[src/rtl/hazard_pkg.sv]
// hazard_pkg: state encoding and default timing parameters shared by the hazard
// controller and its load-use detector.
package hazard_pkg;

  typedef enum logic [1:0] {
    RUN      = 2'd0,
    MDU_WAIT = 2'd1,
    REDIRECT = 2'd2
  } hz_state_e;

  localparam int MDU_LAT_DEF      = 4;
  localparam int FLUSH_CYCLES_DEF = 1;
  localparam int REG_W_DEF        = 5;

  // Down-counters never wrap; small configurations keep a fixed 2-bit counter.
  function automatic int cnt_w(input int p);
    return (p <= 4) ? 2 : $clog2(p);
  endfunction

endpackage

[src/rtl/hazard_lu_detect.sv]
// hazard_lu_detect: combinational load-use compare between the load in EX and
// the source registers of the instruction in ID.
module hazard_lu_detect
  import hazard_pkg::*;
#(
  parameter int REG_W = REG_W_DEF
) (
  input  logic [REG_W-1:0] id_rs,
  input  logic [REG_W-1:0] id_rt,
  input  logic             id_uses_rt,
  input  logic             ex_mem_read,
  input  logic [REG_W-1:0] ex_rt,
  output logic             lu
);

  logic ex_rt_nonzero;
  logic rs_match;
  logic rt_match;

  // r0 is hardwired to zero, so a load targeting it can never create a hazard.
  assign ex_rt_nonzero = (ex_rt != '0);
  assign rs_match      = (ex_rt == id_rs);
  assign rt_match      = id_uses_rt && (ex_rt == id_rt);
  assign lu            = ex_mem_read && ex_rt_nonzero && (rs_match || rt_match);

endmodule

[src/rtl/hazard_ctrl.sv]
// hazard_ctrl: stall/flush sequencer for the IF/ID, ID/EX and PC controls.
// Define HAZARD_PERF_CNT_EN to add saturating stall/flush event counters.
module hazard_ctrl
  import hazard_pkg::*;
#(
  parameter int MDU_LAT      = MDU_LAT_DEF,
  parameter int FLUSH_CYCLES = FLUSH_CYCLES_DEF,
  parameter int REG_W        = REG_W_DEF
) (
  input  logic             clk,
  input  logic             reset,
  input  logic [REG_W-1:0] ID_Rs,
  input  logic [REG_W-1:0] ID_Rt,
  input  logic             ID_UsesRt,
  input  logic             EX_MemRead,
  input  logic [REG_W-1:0] EX_Rt,
  input  logic             ID_MduStart,
  input  logic             ID_BranchTkn,
  input  logic             ID_Jump,
  output logic             pc_stall,
  output logic             ifid_stall,
  output logic             ifid_flush,
  output logic             ifid_flushB,
  output logic             idex_bubble,
  output logic [1:0]       ctrl_state
`ifdef HAZARD_PERF_CNT_EN
  ,
  output logic [31:0]      perf_stall_cnt,
  output logic [31:0]      perf_flush_cnt
`endif
);

  localparam int MCW = cnt_w(MDU_LAT);
  localparam int FCW = cnt_w(FLUSH_CYCLES);

  localparam logic [MCW-1:0] MDU_INIT   = MCW'(MDU_LAT - 1);
  localparam logic [MCW-1:0] MDU_ONE    = MCW'(1);
  localparam logic [FCW-1:0] FLUSH_INIT = FCW'(FLUSH_CYCLES - 1);
  localparam logic [FCW-1:0] FLUSH_ONE  = FCW'(1);

  hz_state_e      state_q, state_d;
  logic [MCW-1:0] mdu_cnt_q, mdu_cnt_d;
  logic [FCW-1:0] flush_cnt_q, flush_cnt_d;
  logic           redir_br_q, redir_br_d;

  logic lu;
  logic redirect_req;
  logic stall_c;
  logic flush_c;
  logic flushb_c;

  hazard_lu_detect #(
    .REG_W (REG_W)
  ) u_lu_detect (
    .id_rs       (ID_Rs),
    .id_rt       (ID_Rt),
    .id_uses_rt  (ID_UsesRt),
    .ex_mem_read (EX_MemRead),
    .ex_rt       (EX_Rt),
    .lu          (lu)
  );

  assign redirect_req = ID_BranchTkn || ID_Jump;

  always_comb begin
    state_d     = state_q;
    mdu_cnt_d   = mdu_cnt_q;
    flush_cnt_d = flush_cnt_q;
    redir_br_d  = redir_br_q;
    stall_c     = 1'b0;
    flush_c     = 1'b0;
    flushb_c    = 1'b0;

    case (state_q)
      RUN: begin
        // Load-use wins: the ID instruction is replayed, so its branch/jump/mdu
        // decode is not acted on until the hazard clears.
        if (lu) begin
          stall_c = 1'b1;
        end else if (redirect_req) begin
          flushb_c = ID_BranchTkn;
          flush_c  = ID_Jump && !ID_BranchTkn;
          if (FLUSH_CYCLES > 1) begin
            state_d     = REDIRECT;
            flush_cnt_d = FLUSH_INIT;
            redir_br_d  = ID_BranchTkn;
          end
        end else if (ID_MduStart) begin
          state_d   = MDU_WAIT;
          mdu_cnt_d = MDU_INIT;
        end
      end

      MDU_WAIT: begin
        stall_c   = 1'b1;
        mdu_cnt_d = mdu_cnt_q - MDU_ONE;
        if (mdu_cnt_q <= MDU_ONE) begin
          state_d = RUN;
        end
      end

      REDIRECT: begin
        flushb_c    = redir_br_q;
        flush_c     = !redir_br_q;
        flush_cnt_d = flush_cnt_q - FLUSH_ONE;
        if (flush_cnt_q <= FLUSH_ONE) begin
          state_d = RUN;
        end
      end

      default: begin
        state_d = RUN;
      end
    endcase
  end

  always_ff @(posedge clk or posedge reset) begin
    if (reset) begin
      state_q     <= RUN;
      mdu_cnt_q   <= '0;
      flush_cnt_q <= '0;
      redir_br_q  <= 1'b0;
    end else begin
      state_q     <= state_d;
      mdu_cnt_q   <= mdu_cnt_d;
      flush_cnt_q <= flush_cnt_d;
      redir_br_q  <= redir_br_d;
    end
  end

  // Outputs depend on live inputs, so they must be forced low while reset is held.
  assign pc_stall    = stall_c && !reset;
  assign ifid_stall  = stall_c && !reset;
  assign idex_bubble = stall_c && !reset;
  assign ifid_flush  = flush_c && !reset;
  assign ifid_flushB = flushb_c && !reset;
  assign ctrl_state  = state_q;

`ifdef HAZARD_PERF_CNT_EN
  logic [31:0] perf_stall_cnt_q, perf_stall_cnt_d;
  logic [31:0] perf_flush_cnt_q, perf_flush_cnt_d;

  always_comb begin
    perf_stall_cnt_d = perf_stall_cnt_q;
    perf_flush_cnt_d = perf_flush_cnt_q;
    if (ifid_stall && (perf_stall_cnt_q != 32'hFFFF_FFFF)) begin
      perf_stall_cnt_d = perf_stall_cnt_q + 32'd1;
    end
    if ((ifid_flush || ifid_flushB) && (perf_flush_cnt_q != 32'hFFFF_FFFF)) begin
      perf_flush_cnt_d = perf_flush_cnt_q + 32'd1;
    end
  end

  always_ff @(posedge clk or posedge reset) begin
    if (reset) begin
      perf_stall_cnt_q <= '0;
      perf_flush_cnt_q <= '0;
    end else begin
      perf_stall_cnt_q <= perf_stall_cnt_d;
      perf_flush_cnt_q <= perf_flush_cnt_d;
    end
  end

  assign perf_stall_cnt = perf_stall_cnt_q;
  assign perf_flush_cnt = perf_flush_cnt_q;
`endif

endmodule

[config.mk]
export PLATFORM = sky130hd
export DESIGN_NAME = hazard_ctrl
export DESIGN_NICKNAME = d
export VERILOG_FILES = /design/src/rtl/hazard_pkg.sv /design/src/rtl/hazard_lu_detect.sv /design/src/rtl/hazard_ctrl.sv
export SDC_FILE = /design/constraint.sdc
export NUM_CORES = 1
export LEC_CHECK = 0
export CAP_MARGIN = 10
export CORE_AREA = 2 2 39 41
export CTS_CLUSTER_SIZE = 25
export DETAILED_ROUTE_END_ITERATION = 10
export DIE_AREA = 0 0 41 43
export DONT_BUFFER_PORTS = 1
export HOLD_SLACK_MARGIN = 0.06
export PLACE_DENSITY = 0.44
export SKIP_CTS_REPAIR_TIMING = 1
export SYNTH_ARGS = -nofsm -noshare
export SYNTH_HDL_FRONTEND = slang
export SYNTH_SLANG_ARGS = --single-unit
[constraint.sdc]
create_clock -name clk -period 3.11 [get_ports clk]
set_input_delay 0.622 -clock clk [delete_from_list [all_inputs] [get_ports clk]]
set_output_delay 0.622 -clock clk [all_outputs]
set_load 0.01 [all_outputs]
# Word level (Yosys, flattened, before mapping)
# Cells that the tools add are included.
dict set report classes {
  magnitude_cmp 2
  eq_ne 9
  mux 18
  reduce_logical 16
  n_addsub 2
}
# operator n
set op_table {}
lappend op_table {{$mux W2} 8}
lappend op_table {{$eq A5 B5 Y1} 2}
lappend op_table {{$ne A2 B2 Y1 const B} 5}
lappend op_table {{$logic_and A1 B1 Y1} 7}
lappend op_table {{$mux W1} 6}
lappend op_table {{$pmux W2 S3} 1}
lappend op_table {{$reduce_and A5 Y1} 1}
lappend op_table {{$reduce_bool A5 Y1} 1}
lappend op_table {{$le A2 B1 Y1 const B} 2}
lappend op_table {{$pmux W1 S2} 2}
lappend op_table {{$pmux W2 S2} 1}
lappend op_table {{$reduce_and A4 Y1} 1}
lappend op_table {{$sub A2 B1 Y2 const B} 2}
lappend op_table {{$eq A2 B1 Y1 const B} 1}
lappend op_table {{$eq A2 B2 Y1 const B} 1}
lappend op_table {{$logic_not A1 Y1} 2}
lappend op_table {{$logic_not A2 Y1} 1}
lappend op_table {{$logic_or A1 B1 Y1} 2}
lappend op_table {{$reduce_bool A2 Y1} 1}
dict set report word_totals {
  register_bits 6
  elab_cells 50
}

# Longest topological paths before layout
dict set report depth {
  ltp_word 7
  ltp_mapped 5
  ltp_nobuf 5
}

# By module
# From an unflattened synthesis, not the netlist that was laid out.
dict set report hier_totals {
  cells_unflattened 40
  hier_area_um2 339.1
}
# module n_inst area_each_um2 cells_per_inst
set modules_own_cells {}
lappend modules_own_cells {hazard_ctrl 1 206.4 23}
lappend modules_own_cells {hazard_lu_detect 1 132.6 17}

# Least setup slack after synthesis
# Ideal clock, no wire load.
dict set report synth_timing {
  path_kind {input port to output port}
  startpoint {in EX_Rt[1]}
  endpoint {out ifid_stall}
  setup_slack_ns 0.667
  n_path_buf 1
  t_arrival_ns 1.821
  required_ns 2.488
  path_stages 5
  path_cell_list {or4_4 -> o21ai_1 -> nor2_1 -> a22o_1 -> buf_4}
}
dict set report synth_via {
  elab_chain_len 7
  word_cells_on_any_way 10
}
# item line_no
set synth_lines {}
lappend synth_lines {{start: declaration} hazard_ctrl.sv:16} ;# input logic [REG_W-1:0] EX_Rt,
lappend synth_lines {{$eq A5 B5 Y1} hazard_lu_detect.sv:23} ;# assign rt_match = id_uses_rt && (ex_rt == id_rt);
lappend synth_lines {{$logic_and A1 B1 Y1} hazard_lu_detect.sv:23}
lappend synth_lines {{$logic_or A1 B1 Y1} hazard_lu_detect.sv:24} ;# assign lu = ex_mem_read && ex_rt_nonzero && (rs_match || rt_match);
lappend synth_lines {{$logic_and A1 B1 Y1 *} hazard_lu_detect.sv:24}
lappend synth_lines {{$mux W1 *} hazard_ctrl.sv:78} ;# if (lu) begin
lappend synth_lines {{$pmux W1 S2 *} hazard_ctrl.sv:74} ;# case (state_q)
lappend synth_lines {{$logic_and A1 B1 Y1 *} --}
lappend synth_lines {{end: declaration} hazard_ctrl.sv:21} ;# output logic ifid_stall,
# Every way passes the cells marked *; elsewhere a longest branch is shown, timed or not.

# Worst setup path after layout
dict set report layout_timing {
  startpoint {in EX_Rt[1]}
  endpoint {out ifid_flushB}
}
dict set report layout_via {
  elab_chain_len 7
  word_cells_on_any_way 10
}
# item line_no
set layout_lines {}
lappend layout_lines {{$eq A5 B5 Y1} hazard_lu_detect.sv:23}
lappend layout_lines {{$logic_and A1 B1 Y1} hazard_lu_detect.sv:23}
lappend layout_lines {{$logic_or A1 B1 Y1} hazard_lu_detect.sv:24}
lappend layout_lines {{$logic_and A1 B1 Y1 *} hazard_lu_detect.sv:24}
lappend layout_lines {{$mux W1 *} hazard_ctrl.sv:78}
lappend layout_lines {{$mux W1 *} hazard_ctrl.sv:74}
lappend layout_lines {{$logic_and A1 B1 Y1 *} hazard_ctrl.sv:136} ;# assign ifid_flushB = flushb_c && !reset;
lappend layout_lines {{end: declaration} hazard_ctrl.sv:23} ;# output logic ifid_flushB,
# Marked as above.

==> reports/metrics.csv <==
stage;metric;value;unit
status;status;finished clean;
worst_setup_path;ff2ff_path_depth;4;
detailed_routing;drc_errors;0;
floorplanning;dieHeight;43;um
synthesis;syn_area_per_cell;7.74;um^2
detailed_routing;dr_wl_met3;83;um
synthesis;synthCells;49;
timing;final_max_slew_viol_count;0;
worst_setup_path;required;2.49;ns
worst_setup_path;r2r-end;mdu_cnt_q[1];
flow_run;max_cap_viol_count;0;
detailed_routing;ant_nets;0;
timing;fin_skew;0.00271;ns
worst_setup_path;path_buf_inv;0;
timing;rsz0062_at_grt;no;
detailed_routing;initialDrtViolationCount;4;
synthesis;synthTopCellsByArea;xnor2_1, dfrtp_1, buf_4, a21oi_1, nor3_1;
clock_network;cts_buffers;3;
worst_setup_path;startpoint;EX_Rt[1];
synthesis;synth-edff-count;0;
detailed_routing;vias;332;
synthesis;synth_area;379;um^2
floorplanning;fp-row-count;14;
worst_setup_path;reg2reg_from;mdu_cnt_q[0];
cells_and_area;ff_latch_area;75.1;um^2
worst_setup_path;worst-setup-path-type;input pin to output port;
floorplanning;die_w;41;um
worst_setup_path;slowest_stage;or4_4;
worst_setup_path;cp-start-kind;input pin;
detailed_routing;routed_wl;714;um
place;routabilityCongestion;0.586;
worst_setup_path;path_delay_family;compound AO/OA/AOI/OAI gates;
timing;fin_crit;2.46;ns
worst_setup_path;worstSetupEndpoint;ifid_flushB;
global_routing;grtUsageTotal;0.0865;
worst_setup_path;max_stage_delay;0.52;ns
power_and_ir_drop;cellLeakagePower;0.000153;uW
clock_network;numClockSinks;3;
synthesis;synthTopCellsByCount;xnor2_1, a21oi_1;
cells_and_area;multi_input_area;267;um^2
clock_network;htreeDepth;1;
synthesis;yosysWarnings;0;
worst_hold_path;hold_class;input pin to async pin;
clock_network;cts_tree;built;
detailed_routing;via_per_inst;5.03;
detailed_routing;dr.pass1.iters;4;
global_routing;overflow;0;
detailed_routing;wl_met1;298;um
cells_and_area;area_growth;7.26;%
clock_network;clockRootBuffer;clkbuf_4;
global_routing;grt_pass1_wl;1.04;mm
cells_and_area;nets;74;
timing;tns;0;ns
power_and_ir_drop;power_density;637;mW/mm^2
clock_network;path_clk_slew;0.04;ns
detailed_routing;highest_layer;met3;
synthesis;yosysSeqAreaShare;0.198;
worst_setup_path;cp.depth;3;
timing;setup_viol;0;
timing;period_share;0.791;
worst_setup_path;path_max_fanout;3;
global_routing;grt_pass1_vias;267;
synthesis;yosysTopAreaCellShare;0.231;
cells_and_area;final_area;407;um^2
synthesis;synth.distinct_cells;24;
worst_setup_path;critPathCaptureType;output port;
synthesis;synth-seq-cells;3;
floorplanning;ioPinCount;29;
worst_setup_path;arrival;1.84;ns
floorplanning;die_area;0.00176;mm^2
timing;max_freq;0.407;GHz
global_routing;antenna_found_initial;0;
clock_network;clk_path_buf_depth;2;
detailed_routing;wl_met2;332;um
synthesis;synthArstFlopShare;1.00;
cells_and_area;drive_above_1_share;0.120;
worst_setup_path;reg2reg_setup_slack;2.02;ns
global_routing;grt_max_degree;14;
clock_network;clkLatencyLatePin;0.23;ns
power_and_ir_drop;ir_drop;157;uV
synthesis;syn_nets;72;
timing;hold_viol_final;0;
cells_and_area;fill_cells;156;
floorplanning;initial_core_util;0.274;
place;placed_cell_area;380;um^2
synthesis;yosys.area.top_type;xnor2_1;
place;io_buffers;0;
cells_and_area;antenna_cells;0;
synthesis;yosys.cell_count.top_type;xnor2_1;
floorplanning;design.core.area;0.00138;mm^2
detailed_routing;wl_per_cell;10.8;um
worst_setup_path;path_cells;or4_4 -> o21a_1 -> a2111oi_2;
synthesis;synth-main-ff-cell;dfrtp_1;
placed cells by master, fill, tap and decap left out, types with 2 or more instances in the layout:
cell	n
clkbuf_4	3
o21ai_0	2
nand2_1	2
dfrtp_1	3
nand3_1	2
inv_1	3
xnor2_1	10
nor2_1	3
a21oi_1	4
nor3_1	3
through the flow:
stage          setup slack [ns]  std cells   util  hold WS, ns  power (uW)
2_1_floorplan             0.667         49      -        0.384         189
3_3_place_gp              0.642         62  0.275        0.404         196
3_5_place_dp              0.643         62  0.275        0.402         194
4_1_cts                   0.640         66  0.294        0.154         263
5_1_grt                   0.581         66  0.294        0.160         288
6_report                  0.650         66  0.294        0.157         259
worst min-delay path by stage:
stage	slack, ns	start	depth (start not counted)	to
3_3_place_gp	0.40	reset	1	mdu_cnt_q[0]
6_report	0.16	reset	1	mdu_cnt_q[0]
4_1_cts	0.15	reset	1	mdu_cnt_q[0]
5_1_grt	0.16	reset	1	mdu_cnt_q[1]
2_1_floorplan	0.38	reset	1	ctrl_state[0]
3_5_place_dp	0.40	reset	1	mdu_cnt_q[0]
layer usage:
metal,global-route usage,vias up
met5,0,-
met4,0.0400,0
met3,0.0157,0
met2,0.134,23
met1,0.110,140
li1,-,169
cell families (layout without fill, tap and decap cells):
logic type               Yosys count  in the layout  synth area share
flip-flops                         3              3             0.198
adder cells (fa/ha/maj)            1              1            0.0330
AND/OR/NAND/NOR                   14             14             0.198
XOR/XNOR                          10             10             0.231
other                              1              1           0.00989
AO/OA/AOI/OAI                     13             13             0.231
buffers and inverters              7              8            0.0990
state kept, by name (all words and copies together) (netlist names):
signal	count
ctrl_state	1
mdu_cnt_q	2
report_power, final:
group / internal, uW / switching, uW
registers: 58.3 / 34.7
logic: 51.6 / 47.4
clock network: 48.0 / 18.9
total: 158 / 101
cell type report:
type | count | share of cell area
clock buffer | 4 | 0.0646
inverter | 3 | 0.0277
multi-input combinational | 39 | 0.655
sequential | 3 | 0.185
tap | 16 | 0.0492
timing repair buffer | 1 | 0.0185
(Power assumes the default switching activity.)
